$ cat src/rtl/fetch_instr_queue.sv
// In-order instruction FIFO between fetch and decode; cleared on pipeline redirect.
// Optional same-cycle bypass on an empty queue: define FETCH_INSTR_QUEUE_BYPASS_EN.
module fetch_instr_queue #(
    parameter int DEPTH            = 4,
    parameter int PC_WIDTH         = 64,
    parameter int INST_WIDTH       = 32,
    parameter int XCPT_CAUSE_WIDTH = 64
) (
    input  logic                        clk_i,
    input  logic                        rst_i,
    input  logic                        flush_i,
    input  logic                        push_valid_i,
    output logic                        push_ready_o,
    input  logic [PC_WIDTH-1:0]         push_pc_i,
    input  logic [INST_WIDTH-1:0]       push_inst_i,
    input  logic                        push_bpred_taken_i,
    input  logic [PC_WIDTH-1:0]         push_bpred_addr_i,
    input  logic                        push_xcpt_valid_i,
    input  logic [XCPT_CAUSE_WIDTH-1:0] push_xcpt_cause_i,
    output logic                        pop_valid_o,
    input  logic                        pop_ready_i,
    output logic [PC_WIDTH-1:0]         pop_pc_o,
    output logic [INST_WIDTH-1:0]       pop_inst_o,
    output logic                        pop_bpred_taken_o,
    output logic [PC_WIDTH-1:0]         pop_bpred_addr_o,
    output logic                        pop_xcpt_valid_o,
    output logic [XCPT_CAUSE_WIDTH-1:0] pop_xcpt_cause_o,
    output logic [$clog2(DEPTH):0]      count_o
);

    localparam int PTR_W = $clog2(DEPTH);
    localparam int CNT_W = PTR_W + 1;

    logic [PC_WIDTH-1:0]         pc_mem    [DEPTH];
    logic [INST_WIDTH-1:0]       inst_mem  [DEPTH];
    logic                        taken_mem [DEPTH];
    logic [PC_WIDTH-1:0]         addr_mem  [DEPTH];
    logic                        xv_mem    [DEPTH];
    logic [XCPT_CAUSE_WIDTH-1:0] cause_mem [DEPTH];

    logic [PTR_W-1:0] rd_ptr_q, rd_ptr_d;
    logic [PTR_W-1:0] wr_ptr_q, wr_ptr_d;
    logic [CNT_W-1:0] count_q, count_d;

    logic empty, full, bypass, push_fire, pop_fire;

    always_comb begin
        empty  = (count_q == '0);
        full   = (count_q == CNT_W'(DEPTH));
        bypass = 1'b0;
`ifdef FETCH_INSTR_QUEUE_BYPASS_EN
        bypass = empty & push_valid_i & ~flush_i;
`endif
        push_ready_o = ~full;
        pop_valid_o  = ~empty | bypass;
        // A bypassed entry taken by decode in the same cycle is never stored.
        push_fire = push_valid_i & ~full & ~flush_i & ~(bypass & pop_ready_i);
        pop_fire  = ~empty & pop_ready_i & ~flush_i;
    end

    always_comb begin
        pop_pc_o          = '0;
        pop_inst_o        = '0;
        pop_bpred_taken_o = 1'b0;
        pop_bpred_addr_o  = '0;
        pop_xcpt_valid_o  = 1'b0;
        pop_xcpt_cause_o  = '0;
        if (bypass) begin
            pop_pc_o          = push_pc_i;
            pop_inst_o        = push_inst_i;
            pop_bpred_taken_o = push_bpred_taken_i;
            pop_bpred_addr_o  = push_bpred_addr_i;
            pop_xcpt_valid_o  = push_xcpt_valid_i;
            pop_xcpt_cause_o  = push_xcpt_cause_i;
        end else if (!empty) begin
            pop_pc_o          = pc_mem[rd_ptr_q];
            pop_inst_o        = inst_mem[rd_ptr_q];
            pop_bpred_taken_o = taken_mem[rd_ptr_q];
            pop_bpred_addr_o  = addr_mem[rd_ptr_q];
            pop_xcpt_valid_o  = xv_mem[rd_ptr_q];
            pop_xcpt_cause_o  = cause_mem[rd_ptr_q];
        end
    end

    always_comb begin
        rd_ptr_d = rd_ptr_q;
        wr_ptr_d = wr_ptr_q;
        count_d  = count_q;
        if (flush_i) begin
            rd_ptr_d = '0;
            wr_ptr_d = '0;
            count_d  = '0;
        end else begin
            if (push_fire) wr_ptr_d = wr_ptr_q + PTR_W'(1);
            if (pop_fire)  rd_ptr_d = rd_ptr_q + PTR_W'(1);
            case ({push_fire, pop_fire})
                2'b10:   count_d = count_q + CNT_W'(1);
                2'b01:   count_d = count_q - CNT_W'(1);
                default: count_d = count_q;
            endcase
        end
    end

    always_ff @(posedge clk_i) begin
        if (rst_i) begin
            rd_ptr_q <= '0;
            wr_ptr_q <= '0;
            count_q  <= '0;
        end else begin
            rd_ptr_q <= rd_ptr_d;
            wr_ptr_q <= wr_ptr_d;
            count_q  <= count_d;
        end
    end

    // Storage carries no reset; validity is tracked by count_q alone.
    always_ff @(posedge clk_i) begin
        if (push_fire && !rst_i) begin
            pc_mem[wr_ptr_q]    <= push_pc_i;
            inst_mem[wr_ptr_q]  <= push_inst_i;
            taken_mem[wr_ptr_q] <= push_bpred_taken_i;
            addr_mem[wr_ptr_q]  <= push_bpred_addr_i;
            xv_mem[wr_ptr_q]    <= push_xcpt_valid_i;
            cause_mem[wr_ptr_q] <= push_xcpt_cause_i;
        end
    end

    assign count_o = count_q;

endmodule
$ cat config.mk
export PLATFORM = sky130hd
export DESIGN_NAME = fetch_instr_queue
export DESIGN_NICKNAME = d
export VERILOG_FILES = /design/src/rtl/fetch_instr_queue.sv
export SDC_FILE = /design/constraint.sdc
export NUM_CORES = 1
export LEC_CHECK = 0
export ABC_CLOCK_PERIOD_IN_PS = 51400
export CAP_MARGIN = 30
export CORE_ASPECT_RATIO = 1.2
export CORE_UTILIZATION = 55
export DETAILED_ROUTE_END_ITERATION = 12
export PLACE_DENSITY = 0.8
export SLEW_MARGIN = 20
export SYNTH_ARGS = -nofsm -noshare
export SYNTH_HDL_FRONTEND = slang
export SYNTH_SLANG_ARGS = --single-unit
export TNS_END_PERCENT = 100
$ cat constraint.sdc
create_clock -name clk_i -period 51.4 [get_ports clk_i]
set_input_delay 5.14 -clock clk_i [delete_from_list [all_inputs] [get_ports clk_i]]
set_output_delay 5.14 -clock clk_i [all_outputs]
set_load 0.01 [all_outputs]
# Yosys cells after proc, flatten, opt, wreduce, memory -nomap -nowiden
# Memory sizes are Yosys's and may differ from the RTL's. A register that Yosys moved wholly into a read port is not among the register bits.
# Cells that the tools add are included.
[totals] mem_count=6 mem_bits_rw=904 register_bits=7 out_inout_bits=231 wordCells=49
[memory_table] memory="addr_mem" words=4 width=64 read_ports=1 rd_ports_with_merged_regs=1 write_ports=1 line_no="37" rtl="logic [PC_WIDTH-1:0] addr_mem [DEPTH];"
[memory_table] memory="cause_mem" words=4 width=64 read_ports=1 rd_ports_with_merged_regs=1 write_ports=1 line_no="39" rtl="logic [XCPT_CAUSE_WIDTH-1:0] cause_mem [DEPTH];"
[memory_table] memory="pc_mem" words=4 width=64 read_ports=1 rd_ports_with_merged_regs=1 write_ports=1 line_no="34" rtl="logic [PC_WIDTH-1:0] pc_mem [DEPTH];"
[memory_table] memory="inst_mem" words=4 width=32 read_ports=1 rd_ports_with_merged_regs=1 write_ports=1 line_no="35" rtl="logic [INST_WIDTH-1:0] inst_mem [DEPTH];"
[memory_table] memory="taken_mem" words=4 width=1 read_ports=1 rd_ports_with_merged_regs=1 write_ports=1 line_no="36" rtl="logic taken_mem [DEPTH];"
[memory_table] memory="xv_mem" words=4 width=1 read_ports=1 rd_ports_with_merged_regs=1 write_ports=1 line_no="38" rtl="logic xv_mem [DEPTH];"
[op_classes] n_addsub=4 n_bitwise=7 eq_ne=3 muxes=21 reduce_logical=5
[ops] operator="2-to-1 mux 64 bit" count=3
[ops] operator="2-to-1 mux 32 bit" count=1
[ops] operator="2-to-1 mux 2 bit" count=12
[ops] operator="case mux 3 bit (2 select lines)" count=1
[ops] operator="adder 2 x 1 -> 2 bit, second input constant" count=2
[ops] operator="bitwise AND 1 bit" count=4
[ops] operator="2-to-1 mux 1 bit" count=4
[ops] operator="adder 3 x 1 -> 3 bit, second input constant" count=1
[ops] operator="equality test 3 bit, second input constant" count=1
[ops] operator="logical NOT 3 bit" count=1
[ops] operator="NOT 1 bit" count=3
[ops] operator="subtractor 3 x 1 -> 3 bit, second input constant" count=1
[ops] operator="equality test 2 x 1 -> 1 bit, second input constant" count=1
[ops] operator="equality test 2 bit, second input constant" count=1
[ops] operator="nonzero test 2 bit" count=1
[ops] operator="OR reduction 2 bit" count=1
[ops] operator="logical AND 1 bit" count=1
[ops] operator="logical NOT 1 bit" count=1

# Longest topological paths before layout
# Gate-level depths: netlist (run 1).
[logic_depth] ltp_word=7 mapped_depth=8 ltp_nobuf=8

# Worst setup path before layout (run 1)
# Ideal clock, no wire load.
[synth_path] kind="in2reg" start="input port flush_i" end="memory addr_mem[0][0], enable pin" setup_ns=1.136 required_time_ns=50.264 path_slack_ns=28.442 stages=2 arrival_ns=21.823 path_cell_list="nand3b_2 nor3b_1"
[synth_between] elab_chain_len=5
[synth_rtl] element="start, declared" line_no="11" rtl="input logic flush_i,"
[synth_rtl] element="NOT 1 bit" line_no="57" rtl="push_fire = push_valid_i & ~full & ~flush_i & ~(bypass & pop_ready_i);"
[synth_rtl] element="bitwise AND 1 bit" line_no="57"
[synth_rtl] element="logical AND 1 bit" line_no="118" rtl="if (push_fire && !rst_i) begin"
[synth_rtl] element="2-to-1 mux 1 bit" line_no="118"
[synth_rtl] element="2-to-1 mux 1 bit (implied by the code)" line_no="122" rtl="addr_mem[wr_ptr_q] <= push_bpred_addr_i;"
[synth_rtl] element="end, declared" line_no="37"
# Every way passes these cells.

==> results.md, run 1 <==
* Outcome: completed
* RSZ-0062 raised after global routing: false
* FF+latch area at 27,300 um2
* Slew HR at 12.9%
* Post-Syn Nets at 1,721
* Ys flop type: edfxtp_1
* Ports at 462
* Net switching power at 289 uW
* Root Buffer: clkbuf_16
* Worst Path Required at 46.26 ns
* Synth cell types at 24
* Power share of the clock group at 40.4%
* Cell Area, Synth at 34,600 um2
* Core area at 62,100 um2
* Wire length on met3 at 5.47 mm
* Largest net degree at the start of global routing at 160
* Crit path kind: register to primary output
* Initial Util at 55.7%
* Clk_skew at 0.0211 ns
* Switching Share at 19.4%
* Pwr/cell area at 34.8 nW/um2
* Pleak at 0.0133 uW
* Metal2 WL at 35.9 mm
* GRT Overall Usage at 22.7%
* Initial antenna violation count at 20
* Area delta synth->final at 24.1%
* Top sig layer: met5
* Share of layout cells above drive strength 1 at 18.6%
* EDFF count, synth at 904
* Seq/Total Area, Yosys at 79.0%
* Fill cells at 3,821
* Crit-path max FO at 81
* Slew Viols, Final at 0
* Highest-count cells in the layout ignoring fill and taps: 904 x edfxtp_1, 461 x clkdlybuf4s50_1, 226 x mux4_2, 226 x and2_1, 86 x clkbuf_16
* Yosys Warn Count at 0
* Worst Max-Slew Pin Slew at 1.31 ns
* Period utilization at 18.2%
* Die Span Y at 277 um
* Mean Syn Cell Area at 23.3 um2
* Critical path endpoint category: primary output
* Setup violations, final at 0
* DP HPWL at 42.3 mm
* Congestion Overflow GR at 0
* Max clock buf depth at 3
* Total Neg Setup Slack at 0 ns
* Sequential share of power at 55.4%
* FMAX at 107 MHz
* DRC errors left at 0
* Clk_lat worst skew at 0.63 ns
* HP Class: register to register
* Total Nets Final at 2,220
* CTS H-Tree Depth at 3
* CTS resizes at 0
* ANT nets after route at 0
* Logic pwr share at 4.2%
* WL/cell at 24.8 um
* Site Rows at 100
* Drt pass-1 iters at 5
* Period minus WS final at 9.38 ns
* Most common cell after layout, fill and taps aside: edfxtp_1
* Initial DRC Count at 1,102
* Worst vdd ir at 0.0000294 V
* Hold_buf cts at 0
* Crit path launch type: register
* Die width at 231 um
* Die area at 63,900 um2
* Post-CTS setup buffers at 0
* Placer congestion estimate at 0.769
* Register bit total from synthesis at 913
* CP arrival at 4.24 ns
* Area of the multi-input gates at 6810 um2
* Final Hold Vio Count at 0
* # Max-Cap Violations at 0
* Worst-path clk slew at 0.06 ns
* Post-Route WL at 71.6 mm
* Tot Pwr at 1490 uW
* CTS buffer count at 85
* Mapped Cells at 1,484
* CTS Sinks at 913
* Vias per cell at 5.71
* Pint at 1200 uW
* CTS tree: yes
* Total number of vias at 16,500
* Async SR Flop Fraction at 0%
* Port bufs at 461
* Met1 WL at 27.6 mm
* Number of global-route vias before repair at 17,500
* Global-route wire length before repair at 107 mm
layout make-up:
class	instances	share of cell area, %
Inverter	5	0.0437
Tap cell	816	2.38
Clock inverter	50	1.07
Antenna cell	17	0.0991
Sequential cell	913	63.7
Clock buffer	104	5.17
Timing Repair Buffer	488	11.7
Multi-Input combinational cell	490	15.9
power by group through the flow:
stage                     sequential (uW)  combinational (uW)  clock, uW
final                                 827                62.1        603
after global routing                  827                66.2        642
after detailed placement              843                62.3          0
after CTS                             827                62.8        615
after floorplan                       847                20.5          0
after global placement                842                59.8          0
cells in the mapped netlist (all sizes together), types with 2 or more instances:
cell type | number | share of area (%)
a21oi | 2 | 0.029
and2 | 226 | 4.1
buf | 50 | 1.0
clkbuf | 26 | 0.28
dfxtp | 9 | 0.52
edfxtp | 904 | 79
ha | 5 | 0.18
inv | 5 | 0.054
mux2i | 2 | 0.058
mux4 | 226 | 15
nand2 | 4 | 0.043
nor2 | 8 | 0.087
nor3b | 4 | 0.087
or3 | 2 | 0.036
xor2 | 4 | 0.10
flip-flops by register name, summed over array words and instances (netlist names), named ones only:
register   cells
addr_mem     256
cause_mem    256
pc_mem       256
inst_mem     128
taken_mem      4
xv_mem         4
count_o        3
rd_ptr_q       2
wr_ptr_q       2
worst paths after layout:
check,depth (start not counted),end,slack (ns),startpoint
setup / recovery,6,pop_bpred_addr_o[8],42.02,register
hold / removal,2,wr_ptr_q[1]$_SDFFE_PP0P_,0.52,wr_ptr_q[1]$_SDFFE_PP0P_
setup reg to reg,5,cause_mem[1][12]$_DFFE_PP_,48.22,count_o[0]$_SDFFE_PP0P_
hold reg to reg,2,wr_ptr_q[1]$_SDFFE_PP0P_,0.52,wr_ptr_q[1]$_SDFFE_PP0P_
stage by stage:
stage	hold slack, ns	instances	utilization, %	setup slack, ns	instance area (um2)
3_3_place_gp	0.477	2704	64.4	42.53	40000
3_5_place_dp	0.508	2709	64.6	42.53	40100
6_report	0.519	2883	69.1	42.02	42900
5_1_grt	0.555	2879	69.1	41.66	42900
2_1_floorplan	0.471	1484	-	28.44	34600
4_1_cts	0.515	2863	68.9	41.86	42800
metal layers:
metal | track usage (%) | vias to the layer above
met5 | 0 | -
li1 | - | 7112
met2 | 36.3 | 555
met1 | 29.7 | 8654
met3 | 5.83 | 132
met4 | 9.68 | 12
logic make-up after synthesis:
kind of cell / count (synthesis) / share of synthesized area, %
buf+inv: 81 / 1.34
mux: 228 / 14.8
flops: 913 / 79.0
simple gates: 247 / 4.42
compound gates: 5 / 0.0905
fa+ha+maj: 6 / 0.239
xor+xnor: 4 / 0.101
worst max-delay path, stage by stage, from the launching register on:
cell and delay [ns]:
dfxtp_4 0.62, buf_12 0.36, buf_16 0.48, buf_4 0.70
mux4_2 0.59, and2_1 0.18, clkdlybuf4s50_1 0.51
(Power assumes the default switching activity.)
==> inputs of run 2 (changes only) <==
--- a/config.mk
+++ b/config.mk
@@ -5,12 +5,12 @@
 export SDC_FILE = /design/constraint.sdc
 export NUM_CORES = 1
 export LEC_CHECK = 0
-export ABC_CLOCK_PERIOD_IN_PS = 51400
+export ABC_CLOCK_PERIOD_IN_PS = 8200
 export CAP_MARGIN = 30
 export CORE_ASPECT_RATIO = 1.2
-export CORE_UTILIZATION = 55
+export CORE_UTILIZATION = 50
 export DETAILED_ROUTE_END_ITERATION = 12
-export PLACE_DENSITY = 0.8
+export PLACE_DENSITY = 0.76
 export SLEW_MARGIN = 20
 export SYNTH_ARGS = -nofsm -noshare
 export SYNTH_HDL_FRONTEND = slang
==> constraint.sdc (replaced) <==
create_clock -name clk_i -period 8.2 [get_ports clk_i]
set_input_delay 0.82 -clock clk_i [delete_from_list [all_inputs] [get_ports clk_i]]
set_output_delay 0.82 -clock clk_i [all_outputs]
set_load 0.01 [all_outputs]
==> results.md, run 2 (synthesis results as in run 1) <==
* Pleak at 0.0134 uW
* CP cell instances: buf_4 > buf_4 > mux4_2 > and2_1 > clkdlybuf4s50_1
* Share of layout cells above drive strength 1 at 18.7%
* Total number of vias at 16,400
* Port bufs at 461
* DP HPWL at 42.2 mm
* Outcome: completed
* Clk_lat worst skew at 0.62 ns
* Most common cell after layout, fill and taps aside: edfxtp_1
* Number of global-route vias before repair at 17,400
* Congestion Overflow GR at 0
* Slew Viols, Final at 0
* Post-layout util at 63.0%
* Crit path launch type: register
* Ports at 462
* GRT Overall Usage at 20.7%
* CTS resizes at 0
* Die area at 70,200 um2
* ANT nets after route at 0
* Worst Path Required at 7.38 ns
* Crit-path max FO at 40
* Post-route setup slack at 3.48 ns
* Worst-path clk slew at 0.07 ns
* Initial antenna violation count at 13
* Total Nets Final at 2,223
* Initial DRC Count at 967
* Final Hold Vio Count at 0
* Pre-CTS WS at 4.00 ns
* Global-route wire length before repair at 109 mm
* Post-Route WL at 71.8 mm
* Initial Util at 50.5%
* Root Buffer: clkbuf_16
* Setup violations, final at 0
* Highest-count cells in the layout ignoring fill and taps: 904 x edfxtp_1, 461 x clkdlybuf4s50_1, 226 x mux4_2, 226 x and2_1, 91 x clkbuf_16
* DRC errors left at 0
* Crit path buf inv count at 3
* Post-CTS setup buffers at 0
* Worst vdd ir at 0.000187 V
* CTS buffer count at 88
* Pwr/cell area at 222 nW/um2
* Drt pass-1 iters at 5
* Slew HR at 35.9%
* WL/cell at 24.1 um
* Site Rows at 105
* Period utilization at 57.5%
* Vias per cell at 5.52
* Placed Cells at 2,803
* Core area at 68,400 um2
* FMAX at 212 MHz
* Placer congestion estimate at 0.764
* CP max stage cell: buf_4
* RSZ-0062 raised after global routing: false
* Cell family with most CP delay: buffers and inverters
* # Max-Cap Violations at 0
* Largest registers: addr_mem x256, cause_mem x256, pc_mem x256
* Fill cells at 4,589
* Hold_buf cts at 0
* FF+latch area at 27,300 um2
* CTS H-Tree Depth at 3
* Post-Layout Cell Count at 2,975
* DP Area at 40,200 um2
* Max clock buf depth at 3
* Final instance area at 43,100 um2
* Clk_skew at 0.0154 ns
* Tot Pwr at 9560 uW
* CTS tree: yes
* Die width at 242 um
* CTS Sinks at 913
* Largest net degree at the start of global routing at 114
* Period minus WS final at 4.72 ns
* Worst Max-Slew Pin Slew at 0.962 ns
* Crit path top cell by count: buf_4
* CP arrival at 3.90 ns
* Critical path endpoint category: primary output
* Crit path kind: register to primary output
* Worst path max stage delay at 0.70 ns
* Area of the multi-input gates at 6840 um2
* Die Span Y at 290 um
* HP Class: register to register
* Area delta synth->final at 24.7%
-- run 2: cell types whose count changed in the layout (fill, tap and decap cells not counted), moves of 2 or more --
cell	previous run	this run
diode_2	17	7
clkbuf_1	18	24
buf_4	15	20
clkbuf_16	86	91
clkinv_2	16	12
nor3b_2	4	0
nor3b_4	0	4
buf_12	7	4
clkinv_8	3	0
inv_16	0	3
inv_6	1	4
buf_16	5	3
clkinvlp_4	5	3
-- run 2: layout make-up --
class | count | share of cell area [%]
clock buffers | 115 | 5.49
flip-flops and latches | 913 | 63.4
diodes | 7 | 0.0406
inverters | 5 | 0.0435
well taps | 909 | 2.64
multi-input cells | 490 | 15.8
clock inverters | 48 | 1.15
repair buffers | 488 | 11.4
-- run 2: layer usage --
metal  GRT usage, %  up-vias  wire (um)
met4           6.64       12       1560
met3           5.24      117       5240
met1           27.1     8642      28100
li1               -     7120          -
met2           34.2      526      36800
met5              0        -         78
-- run 2: metrics by stage --
| step | TNS, ns | hold slack [ns] |
|---|---|---|
| finish | 0 | 0.516 |
| global route | 0 | 0.574 |
| CTS | 0 | 0.522 |
| detailed placement | 0 | 0.512 |
| global placement | 0 | 0.480 |
| floorplan | -2199.75 | 0.471 |
-- run 2: where the power goes --
group	internal, uW	total (uW)	switching, uW	leakage [uW]
Sequential	5170	5180	10.9	0.00824
Clock	2310	3990	1690	0.00139
Combinational	216	386	170	0.00380
-- run 2: final timing paths --
| kind | start | endpoint | slack [ns] | cells after the start |
|---|---|---|---|---|
| worst min-delay path | wr_ptr_q[0]$_SDFFE_PP0P_ | wr_ptr_q[0]$_SDFFE_PP0P_ | 0.52 | 2 |
| worst max-delay path | register | pop_bpred_addr_o[44] | 3.48 | 5 |
| worst min register to register | wr_ptr_q[0]$_SDFFE_PP0P_ | wr_ptr_q[0]$_SDFFE_PP0P_ | 0.52 | 2 |
| worst max register to register | count_o[0]$_SDFFE_PP0P_ | cause_mem[3][61]$_DFFE_PP_ | 4.88 | 6 |
-- run 2: tightest hold or removal path, stage by stage, from the launching register on --
cell and delay (ns):
dfxtp_1 0.34, nand2_1 0.07, mux2i_1 0.06
